**src/rtl/pc_sequencer.sv**
```systemverilog
// Control-flow sequencer driving the program counter's control inputs from a
// decoded instruction stream; resolves jumps, branches and call/return.
module pc_sequencer #(
    parameter int STACK_DEPTH = 8,
    parameter int ADDR_W      = 16
) (
    input  logic                         Clock,
    input  logic                         Reset,
    input  logic                         InstrValid,
    input  logic [2:0]                   Opcode,
    input  logic [ADDR_W-1:0]            Target,
    input  logic signed [8:0]            BranchOffset,
    input  logic                         ZeroFlag,
    input  logic [ADDR_W-1:0]            PcValue,
    input  logic                         Resume,
    output logic                         PcReset,
    output logic [ADDR_W-1:0]            PcLoadValue,
    output logic                         PcLoadEnable,
    output logic signed [8:0]            PcOffset,
    output logic                         PcOffsetEnable,
    output logic                         Halted,
    output logic                         Fault,
    output logic [$clog2(STACK_DEPTH):0] StackLevel
);

    localparam int PTR_W = $clog2(STACK_DEPTH);
    localparam int LVL_W = PTR_W + 1;

    localparam logic [2:0] OP_JMP  = 3'd1;
    localparam logic [2:0] OP_BRZ  = 3'd2;
    localparam logic [2:0] OP_BRNZ = 3'd3;
    localparam logic [2:0] OP_CALL = 3'd4;
    localparam logic [2:0] OP_RET  = 3'd5;
    localparam logic [2:0] OP_HALT = 3'd6;

    typedef enum logic [1:0] {
        INIT,
        RUN,
        HALTED,
        FAULT
    } state_t;

    state_t state, state_next;

    logic [ADDR_W-1:0] stack_mem [STACK_DEPTH];
    logic [LVL_W-1:0]  sp;
    logic [PTR_W-1:0]  push_idx;
    logic [PTR_W-1:0]  top_idx;
    logic              stack_full;
    logic              stack_empty;
    logic              push;
    logic              pop;
    logic              hold;

    assign stack_full  = (sp == LVL_W'(STACK_DEPTH));
    assign stack_empty = (sp == '0);
    assign push_idx    = PTR_W'(sp);
    assign top_idx     = PTR_W'(sp - LVL_W'(1));

    // NOTE: every output and flag gets a default before the case so no path
    // leaves a signal unassigned, which would otherwise infer a latch.
    always_comb begin
        state_next     = state;
        PcReset        = 1'b0;
        PcLoadValue    = '0;
        PcLoadEnable   = 1'b0;
        PcOffset       = '0;
        PcOffsetEnable = 1'b0;
        push           = 1'b0;
        pop            = 1'b0;
        hold           = 1'b0;

        unique case (state)
            INIT: begin
                PcReset    = 1'b1;
                state_next = RUN;
            end
            RUN: begin
                if (!InstrValid) begin
                    hold = 1'b1;
                end else begin
                    case (Opcode)
                        OP_JMP: begin
                            PcLoadEnable = 1'b1;
                            PcLoadValue  = Target;
                        end
                        OP_BRZ, OP_BRNZ: begin
                            if (ZeroFlag == (Opcode == OP_BRZ)) begin
                                PcOffsetEnable = 1'b1;
                                PcOffset       = BranchOffset;
                            end
                        end
                        OP_CALL: begin
                            if (!stack_full) begin
                                push         = 1'b1;
                                PcLoadEnable = 1'b1;
                                PcLoadValue  = Target;
                            end else begin
                                hold       = 1'b1;
                                state_next = FAULT;
                            end
                        end
                        OP_RET: begin
                            if (!stack_empty) begin
                                pop          = 1'b1;
                                PcLoadEnable = 1'b1;
                                PcLoadValue  = stack_mem[top_idx];
                            end else begin
                                hold       = 1'b1;
                                state_next = FAULT;
                            end
                        end
                        OP_HALT: begin
                            hold       = 1'b1;
                            state_next = HALTED;
                        end
                        default: ;  // NOP and reserved let the PC self-increment
                    endcase
                end
            end
            HALTED: begin
                hold = 1'b1;
                if (Resume) state_next = RUN;
            end
            FAULT: begin
                hold = 1'b1;
            end
        endcase

        // A hold is a zero-offset step, which suppresses the PC's increment.
        if (hold) PcOffsetEnable = 1'b1;
    end

    // NOTE: state is updated with non-blocking assignments so every register
    // samples pre-edge values regardless of process evaluation order.
    always_ff @(posedge Clock or posedge Reset) begin
        if (Reset) begin
            state <= INIT;
            sp    <= '0;
        end else begin
            state <= state_next;
            if (push)     sp <= sp + LVL_W'(1);
            else if (pop) sp <= sp - LVL_W'(1);
        end
    end

    // NOTE: the return-address storage has no reset; entries above the stack
    // pointer are never read, so clearing them would buy nothing.
    always_ff @(posedge Clock) begin
        if (push) stack_mem[push_idx] <= PcValue + ADDR_W'(1);
    end

    assign Halted     = (state == HALTED);
    assign Fault      = (state == FAULT);
    assign StackLevel = sp;

endmodule

```
**config.mk**
```make
export PLATFORM = sky130hd
export DESIGN_NAME = pc_sequencer
export DESIGN_NICKNAME = d
export VERILOG_FILES = /design/src/rtl/pc_sequencer.sv
export SDC_FILE = /design/constraint.sdc
export NUM_CORES = 1
export LEC_CHECK = 0
export BUFFER_PORTS_ARGS = -buffer_cell sky130_fd_sc_hd__clkbuf_2
export CORE_MARGIN = 1
export CORE_UTILIZATION = 40
export CTS_BUF_LIST = sky130_fd_sc_hd__clkbuf_4
export CTS_CLUSTER_DIAMETER = 80
export DETAILED_ROUTE_END_ITERATION = 8
export RECOVER_POWER = 50
export SLEW_MARGIN = 20
export SYNTH_ARGS = -nofsm -noshare
export SYNTH_HDL_FRONTEND = slang
export SYNTH_SLANG_ARGS = --single-unit
```
**constraint.sdc**
```tcl
create_clock -name Clock -period 3.3 [get_ports Clock]
set_input_delay 0.165 -clock Clock [delete_from_list [all_inputs] [get_ports Clock]]
set_output_delay 0.165 -clock Clock [all_outputs]
set_load 0.02 [all_outputs]
```
=== Word level (Yosys, flattened, before mapping) ===
Memory sizes are Yosys's and may differ from the RTL's.
Cells that the tools add are included.

* Flip-flop bits (word level): 6
* Memory bits (writable): 128
* Output and inout bits: 34
* Word-level logic and storage cells: 70
* Memories kept: 1

* Add/subtract/negate cells: 3
* Equal/unequal tests: 16
* Mux-type cells: 41
* Reductions and logical operators: 7

{| class="wikitable"
|+ Memory list
! name !! words !! width !! read ports !! clocked after memory_dff !! write ports !! RTL line !! text
|-
| stack_mem || 8 || 16 || 1 || 0 || 1 || 45 || <nowiki>logic [ADDR_W-1:0] stack_mem [STACK_DEPTH];</nowiki>
|}

{| class="wikitable"
|+ Operators with widths
! operator !! number
|-
| $mux W16 || 4
|-
| $pmux W16 S3 || 1
|-
| $mux W9 || 4
|-
| $mux W1 || 21
|-
| $add A16 B1 Y16 const B || 1
|-
| $pmux W2 S3 || 2
|-
| $eq A3 B3 Y1 const B || 3
|-
| $mux W2 || 4
|-
| $mux W4 || 2
|-
| $eq A3 B2 Y1 const B || 2
|-
| $ne A3 B3 Y1 const B || 2
|-
| $pmux W1 S3 || 2
|-
| $reduce_and A6 Y1 || 1
|-
| $add A4 B1 Y4 const B || 1
|-
| $eq A2 B2 Y1 const B || 2
|-
| $eq A4 B4 Y1 const B || 1
|-
| $logic_not A4 Y1 || 1
|-
| $ne A2 B2 Y1 const B || 2
|-
| $ne A4 B2 Y1 const B || 1
|-
| $reduce_or A2 Y1 || 2
|-
| $sub A4 B1 Y4 const B || 1
|-
| $eq A3 B1 Y1 const B || 1
|-
| $reduce_bool A3 Y1 || 1
|-
| $eq A2 B1 Y1 const B || 1
|-
| 4 further kinds || 4
|}

=== Logic depth before layout (Yosys ltp) ===
* Depth in word-level cells: 7
* Gate-level depth with buffers: 9

=== Worst setup path before layout ===
OpenSTA, ideal clock, no wires.

* Path kind: reg2reg
* From: reg sp[0] (netlist: StackLevel[0])
* To: mem stack_mem[1][0], enable pin
* Setup time: 409 ps
* Arrival: 3066 ps
* Path slack: -175 ps
* Cell stages (with the launch flop): 9
* Buffers on the path: 2
* Clock period less this slack: 3475 ps
* Cells stage by stage: dfrtp_1 -> buf_4 -> buf_2 -> inv_1 -> ha_1 -> and3b_1 -> nor3_4 -> nand3_1 -> nor3_1

* Longest elaborated chain between the ends: 7

{| class="wikitable"
|+ RTL lines
! item !! RTL line !! text
|-
| from (decl) || 46 || <nowiki>logic [LVL_W-1:0] sp;</nowiki>
|-
| from (signal assigned) || 142 || <nowiki>if (push) sp <= sp + LVL_W'(1);</nowiki>
|-
| from (signal assigned) || 143 || <nowiki>else if (pop) sp <= sp - LVL_W'(1);</nowiki>
|-
| $eq A4 B4 Y1 || 55 || <nowiki>assign stack_full = (sp == LVL_W'(STACK_DEPTH));</nowiki>
|-
| $mux W1 || 94 || <nowiki>if (!stack_full) begin</nowiki>
|-
| $mux W1 || 82 || <nowiki>case (Opcode)</nowiki>
|-
| $mux W1 || 79 || <nowiki>if (!InstrValid) begin</nowiki>
|-
| $mux W1 || 73 || <nowiki>unique case (state)</nowiki>
|-
| $mux W1 || 150 || <nowiki>if (push) stack_mem[push_idx] <= PcValue + ADDR_W'(1);</nowiki>
|-
| $mux W1 (not written as such) || 150 ||
|-
| to (decl) || 45 ||
|}

Parallel ways exist; a longest one is shown, timed or not.

=== Worst setup path after layout ===
* From: reg sp[1] (netlist: StackLevel[1])
* To: out PcLoadValue[11]

* Longest elaborated chain between the ends: 6

{| class="wikitable"
|+ RTL lines
! item !! RTL line !! text
|-
| $sub A4 B1 Y4 || - ||
|-
| $mem_v2 Z8 W16 || - ||
|-
| $mux W16 || 104 || <nowiki>if (!stack_empty) begin</nowiki>
|-
| $pmux W16 S3 * || 82 ||
|-
| $mux W16 * || 79 ||
|-
| $mux W16 * || 73 ||
|-
| to (decl) || 17 || <nowiki>output logic [ADDR_W-1:0] PcLoadValue,</nowiki>
|}

Mark *: on every way between the ends. The rest lies on a longest branch, timed or not.

==> reports/results.ini <==
[routing]
wire_per_inst_um=20.6
drc=0
vias_per_cell=5.47
drt-total-wl_um=13300
first_iter_violations=266
ant_nets=0
dr.pass1.iters=5
num_vias=3537

[logic_synthesis]
post_synth.cell_area_avg_um2=17.0
synth-compound-area-share_pct=5.54
synth_edf_count=128
synth-xor-area-share_pct=2.95
synth-simple-area-share_pct=8.26
synth_top_family_by_area=multiplexers
syn_inst=347
syn-cell-area_um2=5900
synth.distinct_cells=44
ys_seq_elements=134
ys_seq_area_share_pct=67.7
synthAdderAreaFrac_pct=0.849
synthFlopType=edfxtp_1
syn_nets=400
async_flop_share_pct=4.48
yosysWarningCount=0
muxShareOfSynthArea_pct=12.4

[final_layout]
diodes=0
drive_gt1_share_pct=35.2
fill_cells=1271
fin_nets=503
postLayoutCellArea_um2=6850
stdcell_count=647
area.growth.synth_to_final_pct=16.2

[global_routing]
globalRouteTotalUtil_pct=18.9
grt_overflow=0
antenna_found_initial=0
grt_max_degree=38
grt_pass1_vias=3322
grt_pass1_wl_um=19700

[power_and_ir_drop]
leakagePower_nw=2.32
ir_drop_mv=0.430
pwr_density_cell_nw_per_um2=646

[placement]
gp_congestion=0.784
dp_hpwl_um=8430
place_inst=612
post_dp_cell_area_um2=6580
numPortBuffers=82

[timing]
finalHoldViolations=0
min_period_over_period_pct=91.0
skew_ns=0.00935
setup_viol_count_final=0
finalSetupTns_ns=0
rsz0062_at_grt=no
tightest_slew_ns=0.959
fmax_mhz=333
post-route-min-period_ns=3.00
slew_viol_final=0
slew_headroom_pct=35.9

[worst_setup_path]
cp_data_arrival_time_ns=2.84
crit_family=buffers and inverters
crit_chain=inv_1, ha_1, buf_12, mux4_2, a22oi_1, a21oi_1, clkbuf_2
crit_fanout=34
startpoint=StackLevel[1]
path_class=flop to output port
slowest_stage=dfrtp_1
worstReg2RegEnd=stack_mem[4][14]
slowest_delay_ns=0.55
cp-end-kind=output port
required_ns=3.13
r2r_start=StackLevel[1]
crit_path_start_kind=flop
critical_path_buf_inv_count=3
cp.depth=7
reg2reg_setup_slack_ns=0.47
reg2reg_depth=7
crit_end=PcLoadValue[11]

[clock_network]
root_buffer=clkbuf_4
numCtsBuffers=17
post_cts_resized=0
cts.path.max_buffers=2
cts_max_level=4
clkLatencyLatePin_ns=0.53
numClockSinks=134
tritoncts=done
clk_pin_slew_ns=0.11

[die]
start_util_pct=40.7
die_w_um=123
num_rows=44
die_area_um2=15200
pin_count=83
fp.coreArea_um2=14500
die_y_um=123

[min_path]
hp-class=primary input to flop

[job]
maxCapViolCount=0

[run_status]
status=finished, final reports clean

-- metal layers --
metal	vias up	global-route usage, %	share of wire [%]
met1	1788	26.3	46
met5	-	0	0
li1	1603	-	-
met4	0	6.02	1.2
met3	11	5.26	5.5
met2	135	28.8	48
-- flip-flops by register name, summed over array words and instances (netlist names) --
register and cells:
StackLevel 4, stack_mem 128, state 2
-- how the worst min path moves through the flow --
stage,cells after the start,from,end
2_1_floorplan,1,Reset,StackLevel[0]
3_3_place_gp,2,Reset,state[0]
3_5_place_dp,2,Reset,state[1]
4_1_cts,4,Opcode[1],state[1]
5_1_grt,4,Opcode[1],state[1]
6_report,4,Opcode[1],state[1]
-- stage by stage --
| step | util [%] | hold WS [ns] | setup WS [ns] | power, mW |
|---|---|---|---|---|
| after global placement | 45.4 | 0.0704 | 0.851 | 3.44 |
| after global routing | 47.3 | 0.00644 | 0.0966 | 4.65 |
| after detailed placement | 45.4 | 0.0674 | 0.837 | 3.45 |
| final | 47.3 | 0.0148 | 0.298 | 4.43 |
| after floorplan | - | -0.0440 | 0.246 | 3.10 |
| after CTS | 47.5 | 0.00201 | 0.257 | 4.48 |
-- cells in the final DEF (no fill, tap or decap), types with 5 or more instances in the layout --
master,n
nand3_1,25
and2_1,11
a22oi_1,16
mux4_2,32
nor2_1,15
buf_4,14
xnor2_1,13
a21oi_1,18
inv_1,8
clkbuf_1,8
clkbuf_2,75
edfxtp_1,128
dfrtp_1,5
xor2_1,5
nand2_1,7
clkbuf_4,17
-- final cells by class --
type | count | area (um2) | area share (%)
Inverter | 9 | 33.8 | 0.493
Multi-Input combinational cell | 187 | 1770 | 25.8
Clock inverter | 15 | 139 | 2.03
Timing Repair Buffer | 101 | 561 | 8.18
Tap cell | 184 | 230 | 3.36
Clock buffer | 17 | 128 | 1.86
Sequential cell | 134 | 4000 | 58.3
-- kinds of logic (layout without fill, tap and decap cells) --
kind of cell / Yosys count / in the layout
AO/OA/AOI/OAI: 48 / 48
XOR/XNOR: 19 / 19
flip-flops: 134 / 134
AND/OR/NAND/NOR: 83 / 83
adder cells (fa/ha/maj): 4 / 4
multiplexers: 33 / 33
buffers and inverters: 26 / 142
-- worst min-delay path, stage by stage --
cell	delay [ns]
clkbuf_2	0.14
nand2_1	0.07
nand3_1	0.08
o31ai_1	0.06
-- synth_stat cells, types with 2 or more instances --
master / n / area (um2)
edfxtp_1: 128 / 3840
mux4_2: 32 / 721
nand3_1: 25 / 125
a21oi_1: 18 / 90.1
a22oi_1: 16 / 120
nor2_1: 15 / 56.3
xnor2_1: 13 / 114
and2_1: 11 / 68.8
inv_1: 8 / 30.0
nand2_1: 7 / 26.3
dfrtp_1: 6 / 150
buf_2: 5 / 25.0
clkbuf_1: 5 / 18.8
nor3_1: 5 / 25.0
xor2_1: 5 / 43.8
buf_4: 4 / 30.0
ha_1: 4 / 50.1
and3b_1: 3 / 26.3
nand2b_1: 3 / 18.8
nand4_1: 3 / 18.8
o21ai_0: 3 / 15.0
a32oi_1: 2 / 17.5
buf_6: 2 / 22.5
nor3_4: 2 / 32.5
o21ai_1: 2 / 10.0
o31ai_1: 2 / 15.0
-- timing repair --
action	in CTS	in global routing
hold buffers	3	0
hold endpoints to repair	8	0
buffers inserted	0	0
-- power by group --
part           switching (mW)  internal, mW
Clock                   0.594         0.437
Sequential             0.0629          1.90
Combinational           0.755         0.674
Total                    1.41          3.02
(Power assumes the default switching activity.)
